===== config.mk =====
export PLATFORM = sky130hd
export DESIGN_NAME = tow_match_controller
export DESIGN_NICKNAME = d
export VERILOG_FILES = /design/src/rtl/tow_pkg.sv /design/src/rtl/edge_pulse.sv /design/src/rtl/tow_match_controller.sv
export SDC_FILE = /design/constraint.sdc
export NUM_CORES = 1
export LEC_CHECK = 0
export CAP_MARGIN = 40
export CORE_MARGIN = 2
export CORE_UTILIZATION = 55
export DETAILED_ROUTE_END_ITERATION = 10
export DONT_BUFFER_PORTS = 1
export GPL_ROUTABILITY_DRIVEN = 1
export MAX_ROUTING_LAYER = met4
export PLACE_DENSITY = 0.7
export SKIP_LAST_GASP = 1
export SLEW_MARGIN = 5
export SYNTH_ARGS = -nofsm -noshare
export SYNTH_HDL_FRONTEND = slang
export SYNTH_SLANG_ARGS = --single-unit

===== constraint.sdc =====
create_clock -name clk -period 5.16 [get_ports clk]
set_input_delay 1.548 -clock clk [delete_from_list [all_inputs] [get_ports clk]]
set_output_delay 1.548 -clock clk [all_outputs]
set_load 0.02 [all_outputs]

===== src/rtl/tow_pkg.sv =====
// Shared types and defaults for the tug-of-war match sequencer.
package tow_pkg;

  typedef enum logic [2:0] {
    IDLE,
    COUNTDOWN,
    PLAY,
    ROUND_OVER,
    MATCH_OVER
  } state_t;

  localparam int DEF_WINS_TO_MATCH = 3;
  localparam int DEF_COUNT_START   = 3;
  localparam int DEF_HOLD_TICKS    = 8;
  localparam int DEF_SCORE_W       = 3;

  localparam logic LEFT  = 1'b0;
  localparam logic RIGHT = 1'b1;

endpackage


===== src/rtl/edge_pulse.sv =====
// Rising-edge detector: one registered copy of the level, pulse while level is newly high.
module edge_pulse (
  input  logic clk,
  input  logic reset,
  input  logic level,
  output logic pulse
);

  logic level_q;

  always_ff @(posedge clk or posedge reset) begin
    if (reset) level_q <= 1'b0;
    else       level_q <= level;
  end

  assign pulse = level & ~level_q;

endmodule


===== src/rtl/tow_match_controller.sv =====
// Round/match sequencer for the tug-of-war playfield: countdown, play, result hold,
// best-of scoring, and arbitration of button presses into single-cycle move pulses.
module tow_match_controller
  import tow_pkg::*;
#(
  parameter int WINS_TO_MATCH = DEF_WINS_TO_MATCH,
  parameter int COUNT_START   = DEF_COUNT_START,
  parameter int HOLD_TICKS    = DEF_HOLD_TICKS,
  parameter int SCORE_W       = DEF_SCORE_W
) (
  input  logic               clk,
  input  logic               reset,
  input  logic               ce,
  input  logic               start,
  input  logic               btn_l,
  input  logic               btn_r,
  input  logic               win_l,
  input  logic               win_r,
  output logic               move_l,
  output logic               move_r,
  output logic               field_clear,
  output logic               play_en,
  output logic [1:0]         countdown,
  output logic [SCORE_W-1:0] score_l,
  output logic [SCORE_W-1:0] score_r,
  output logic               match_done,
  output logic               match_winner
);

  localparam int HOLD_W = (HOLD_TICKS > 1) ? $clog2(HOLD_TICKS) : 1;
  localparam logic [HOLD_W-1:0]  HOLD_LAST  = HOLD_W'(HOLD_TICKS - 1);
  localparam logic [1:0]         COUNT_INIT = 2'(COUNT_START);
  localparam logic [SCORE_W-1:0] WIN_SCORE  = SCORE_W'(WINS_TO_MATCH);

  if (WINS_TO_MATCH < 1 || WINS_TO_MATCH > (2 ** SCORE_W) - 1) begin : g_bad_wins
    $error("WINS_TO_MATCH must be 1..2**SCORE_W-1");
  end
  if (COUNT_START < 1 || COUNT_START > 3) begin : g_bad_count
    $error("COUNT_START must be 1..3");
  end
  if (HOLD_TICKS < 1) begin : g_bad_hold
    $error("HOLD_TICKS must be at least 1");
  end

  // Bit order: 0 = start, 1 = left button, 2 = right button.
  logic [2:0] levels;
  logic [2:0] presses;
  logic       start_press, press_l, press_r;

  assign levels = {btn_r, btn_l, start};

  for (genvar gi = 0; gi < 3; gi++) begin : g_edge
    edge_pulse u_edge (
      .clk   (clk),
      .reset (reset),
      .level (levels[gi]),
      .pulse (presses[gi])
    );
  end

  assign start_press = presses[0];
  assign press_l     = presses[1];
  assign press_r     = presses[2];

  state_t            state_reg;
  logic [HOLD_W-1:0] hold_reg;

  always_ff @(posedge clk or posedge reset) begin
    if (reset) begin
      state_reg    <= IDLE;
      hold_reg     <= '0;
      move_l       <= 1'b0;
      move_r       <= 1'b0;
      field_clear  <= 1'b0;
      play_en      <= 1'b0;
      countdown    <= 2'd0;
      score_l      <= '0;
      score_r      <= '0;
      match_done   <= 1'b0;
      match_winner <= LEFT;
    end else begin
      move_l      <= 1'b0;
      move_r      <= 1'b0;
      field_clear <= 1'b0;
      case (state_reg)
        IDLE: begin
          if (start_press) begin
            field_clear <= 1'b1;
            countdown   <= COUNT_INIT;
            state_reg   <= COUNTDOWN;
          end
        end
        COUNTDOWN: begin
          if (ce) begin
            if (countdown == 2'd1) begin
              countdown <= 2'd0;
              play_en   <= 1'b1;
              state_reg <= PLAY;
            end else begin
              countdown <= countdown - 2'd1;
            end
          end
        end
        PLAY: begin
          // A win sampled this clk ends the round and suppresses any move.
          if (win_l || win_r) begin
            play_en   <= 1'b0;
            hold_reg  <= '0;
            state_reg <= ROUND_OVER;
            if (win_l && !win_r) score_l <= score_l + SCORE_W'(1);
            if (win_r && !win_l) score_r <= score_r + SCORE_W'(1);
          end else if (press_l ^ press_r) begin
            move_l <= press_l;
            move_r <= press_r;
          end
        end
        ROUND_OVER: begin
          if (ce) begin
            if (hold_reg == HOLD_LAST) begin
              if (score_l == WIN_SCORE) begin
                match_done   <= 1'b1;
                match_winner <= LEFT;
                state_reg    <= MATCH_OVER;
              end else if (score_r == WIN_SCORE) begin
                match_done   <= 1'b1;
                match_winner <= RIGHT;
                state_reg    <= MATCH_OVER;
              end else begin
                field_clear <= 1'b1;
                countdown   <= COUNT_INIT;
                state_reg   <= COUNTDOWN;
              end
            end else begin
              hold_reg <= hold_reg + HOLD_W'(1);
            end
          end
        end
        MATCH_OVER: begin
          if (start_press) begin
            score_l     <= '0;
            score_r     <= '0;
            match_done  <= 1'b0;
            field_clear <= 1'b1;
            countdown   <= COUNT_INIT;
            state_reg   <= COUNTDOWN;
          end
        end
        default: state_reg <= IDLE;
      endcase
    end
  end

endmodule


==> results.txt <==
----------------------------------------------------
[Clocking]
  Largest buffer count on any clock path ... 2
  H-Tree Level Count ... 1
  TritonCTS Buffers ... 3
  Clock Pin Slew Worst Setup and Hold Paths ... roughly 0.12 ns
  Cts-stage hold buffer count ... 0
  Clock tree from TritonCTS ... yes
  Postcts setup bufs ... 0
  Number of clock sinks seen by CTS ... 23
  Buffer cell driving the clock tree root ... clkbuf_4
  Count of cells resized by post-cts repair ... 0
  Clock insertion delay at the later pin of the skew report ... 0.31 ns

[Floorplanning]
  Horiz. Die Dim ... 52.5 µm
  Total Die Area ... 2750 µm²
  IO Pins ... 22
  Die H ... 52.5 µm
  Core region area ... 2210 µm²
  Std cell rows ... 17
  Starting density of the core ... between 50% and 60%

[Yosys]
  Cells taking the most area after synthesis ... dfrtp_1 45%, ha_1 6.8%, mux2_2 4.4%
  Most used standard cell by instance count after synthesis ... dfrtp_1
  Post-Synthesis Cell Area ... 1290 µm²
  Complex-gate fraction of the synthesized area ... 13.3%
  Simple-Gate Fraction of Synth Area ... 21.0%
  #FFs+latches synth ... 23
  Net Count, Synth ... 130
  Number of library cell types mapped by synthesis ... 45
  Combinational family with the most area after synthesis ... simple AND/OR/NAND/NOR gates
  Yosys Warn Count ... 0
  Part of the Yosys area used for sequential elements ... 44.5%
  Portion of synthesized cell area occupied by the leading cell type ... around 45%
  Number of synthesized flops with an enable pin ... 0
  Adder-cell area share of the yosys netlist ... 6.78%
  Synth async-reset ratio ... between 90% and 100%
  Cell count after synthesis ... between 100 and 150
  Mux cell area share after synthesis ... about 7.5%
  Avg Inst Size Synth ... 11.2 µm²
  XOR/XNOR share of the synthesized area ... 0%
  Leading post-synthesis cells by instance count ... 23 x dfrtp_1, 10 x inv_1, 8 x nor2_1
  Most instantiated flip-flop cell in the synthesis netlist ... dfrtp_1
  Biggest area consumer among synthesized cells ... dfrtp_1

[Drt]
  Routed wire length ... roughly 2.3 mm
  Via count ... 843
  Iter 0 DRT Violations ... 11
  Post-DR wirelength/cell ... around 16 µm
  DRT antenna net count ... 0
  First-pass DRT Iterations ... 4
  Via/cell ratio ... 5.90
  Number of remaining DRC errors ... 0

[Power and ir drop]
  Leakage dissipation ... 0.000604 µW
  P per Cell Area ... 514 nW/µm²
  Worst VDD drop ... 304 µV

[Cells and area]
  Area growth from synthesis to final layout ... 1.84%
  Antenna diode count ... 0
  Final core area utilization ... 59.5%
  Sequential cell area in the final layout ... around 580 µm²
  Layout Cells excl Fill ... 143
  # fillers ... 190
  Area taken by multi-input logic gates ... 627 µm²
  Final layout net count ... around 130
  Fraction of final layout cells with drive strength greater than 1 ... 17.4%

[Placement]
  DP Wirelength ... between 1.5 and 2 mm
  Final GP Congestion ... 0.866
  Count of input and output buffers ... 0
  DP Cell Count ... 139

[Timing]
  Hold violation count in the final report ... 0
  Worst setup skew after layout ... 0.00110 ns
  Final-report max-slew violation count ... 0
  Unrepaired setup endpoints after global routing ... false
  Accumulated negative setup slack ... 0 ns
  Worst slew margin ... 66.4%
  Peak clock frequency supported by timing ... 420 MHz
  Actual slew at the worst max-slew pin ... 0.504 ns
  Final count of negative-setup-slack endpoints ... 0
  Final critical delay including setup and external delays ... ~2.4 ns
  Post-route clock period utilization ... 46.1%

[Worst setup path]
  Type of element capturing the critical path ... primary output
  Timing startpoint of the critical path ... countdown[0]
  R2r worst-path depth ... 5
  Number of stages on the worst setup path ... 0
  Startpoint types ... register
  Reg-to-reg setup timing slack ... 3.30 ns
  Path type of the worst setup path ... register to primary output
  Endpoint of the most critical register-to-register path ... hold_reg[0]
  Crit path max fanout ... 4
  Endpoint required time on the critical path ... 3.61 ns
  Critical path capture point ... countdown[0]
  Launch instance of the worst register-to-register path ... hold_reg[0]
  Worst path arrival time ... 0.83 ns

[Status]
  Status ... finished, final reports clean

[GRT]
  Pin count of the biggest net entering global routing ... 16
  Gr ovfl total ... 0
  Number of antenna violations at the first check in global routing ... 0
  Number of global-route vias before repair ... 854
  Global-route wire length before repair ... 3.85 mm
  Overall fraction of global-route tracks in use ... 19.7%

[Min path]
  Worst hold path type ... register to register
  Hold Startpoint ... g_edge[2].u_edge.level_q

[Flow run]
  Total of max-cap violations ... 0

----------------------------------------------------
==> cell usage in the layout (no fill, tap or decap), drive strengths merged, types with 3 or more instances in the layout <==
cell and count:
nor2b 3, mux2 5, nand2 7, inv 10, clkbuf 4, nand4bb 3, a21oi 4, o21ai 4
ha 7, dfrtp 23, a31oi 3, nor2 8, mux2i 4
==> power by group <==
part / internal, µW / switching [µW]
clock: 30.2 / 52.7
combinational: 126 / 122
sequential: 232 / 114
==> logic make-up after synthesis <==
| kind of cell | count (synthesis) |
|---|---|
| flip-flops | 23 |
| adder cells (fa/ha/maj) | 7 |
| multiplexers | 9 |
| buffers and inverters | 15 |
| AO/OA/AOI/OAI | 23 |
| AND/OR/NAND/NOR | 38 |
==> worst min path at each step <==
stage | endpoint | slack, ns | cells after the start
after CTS | move_r | 0.49 | 1
after floorplan | move_r | 0.45 | 1
after global routing | move_r | 0.50 | 1
after global placement | move_r | 0.46 | 1
after detailed placement | move_r | 0.47 | 1
final | move_r | 0.48 | 1
==> layer usage <==
metal | up-vias | GRT usage, % | part of all wire, %
li1 | 414 | - | -
met1 | 407 | 23.2 | 45
met2 | 17 | 32.7 | 50
met3 | 5 | 4.57 | 3.5
met4 | 0 | 7.26 | 1.5
met5 | - | - | 0
==> through the flow <==
| step | setup slack (ns) | hold slack [ns] | total power, µW | instance area (µm²) |
|---|---|---|---|---|
| finish | 2.78 | 0.485 | 676 | 1320 |
| global route | 2.72 | 0.499 | 728 | 1320 |
| CTS | 2.77 | 0.487 | 685 | 1320 |
| detailed placement | 2.68 | 0.470 | 602 | 1290 |
| global placement | 2.71 | 0.463 | 580 | 1270 |
| floorplan | 2.61 | 0.455 | 565 | 1290 |
==> layout make-up <==
| type | count | area share (%) |
|---|---|---|
| timing repair buffer | 1 | 1.14 |
| inverter | 10 | 2.85 |
| multi-input combinational | 77 | 47.6 |
| sequential | 23 | 43.7 |
| tap | 28 | 2.66 |
| clock buffer | 4 | 2.00 |
No activity file was read; power rests on OpenSTA's default activity.
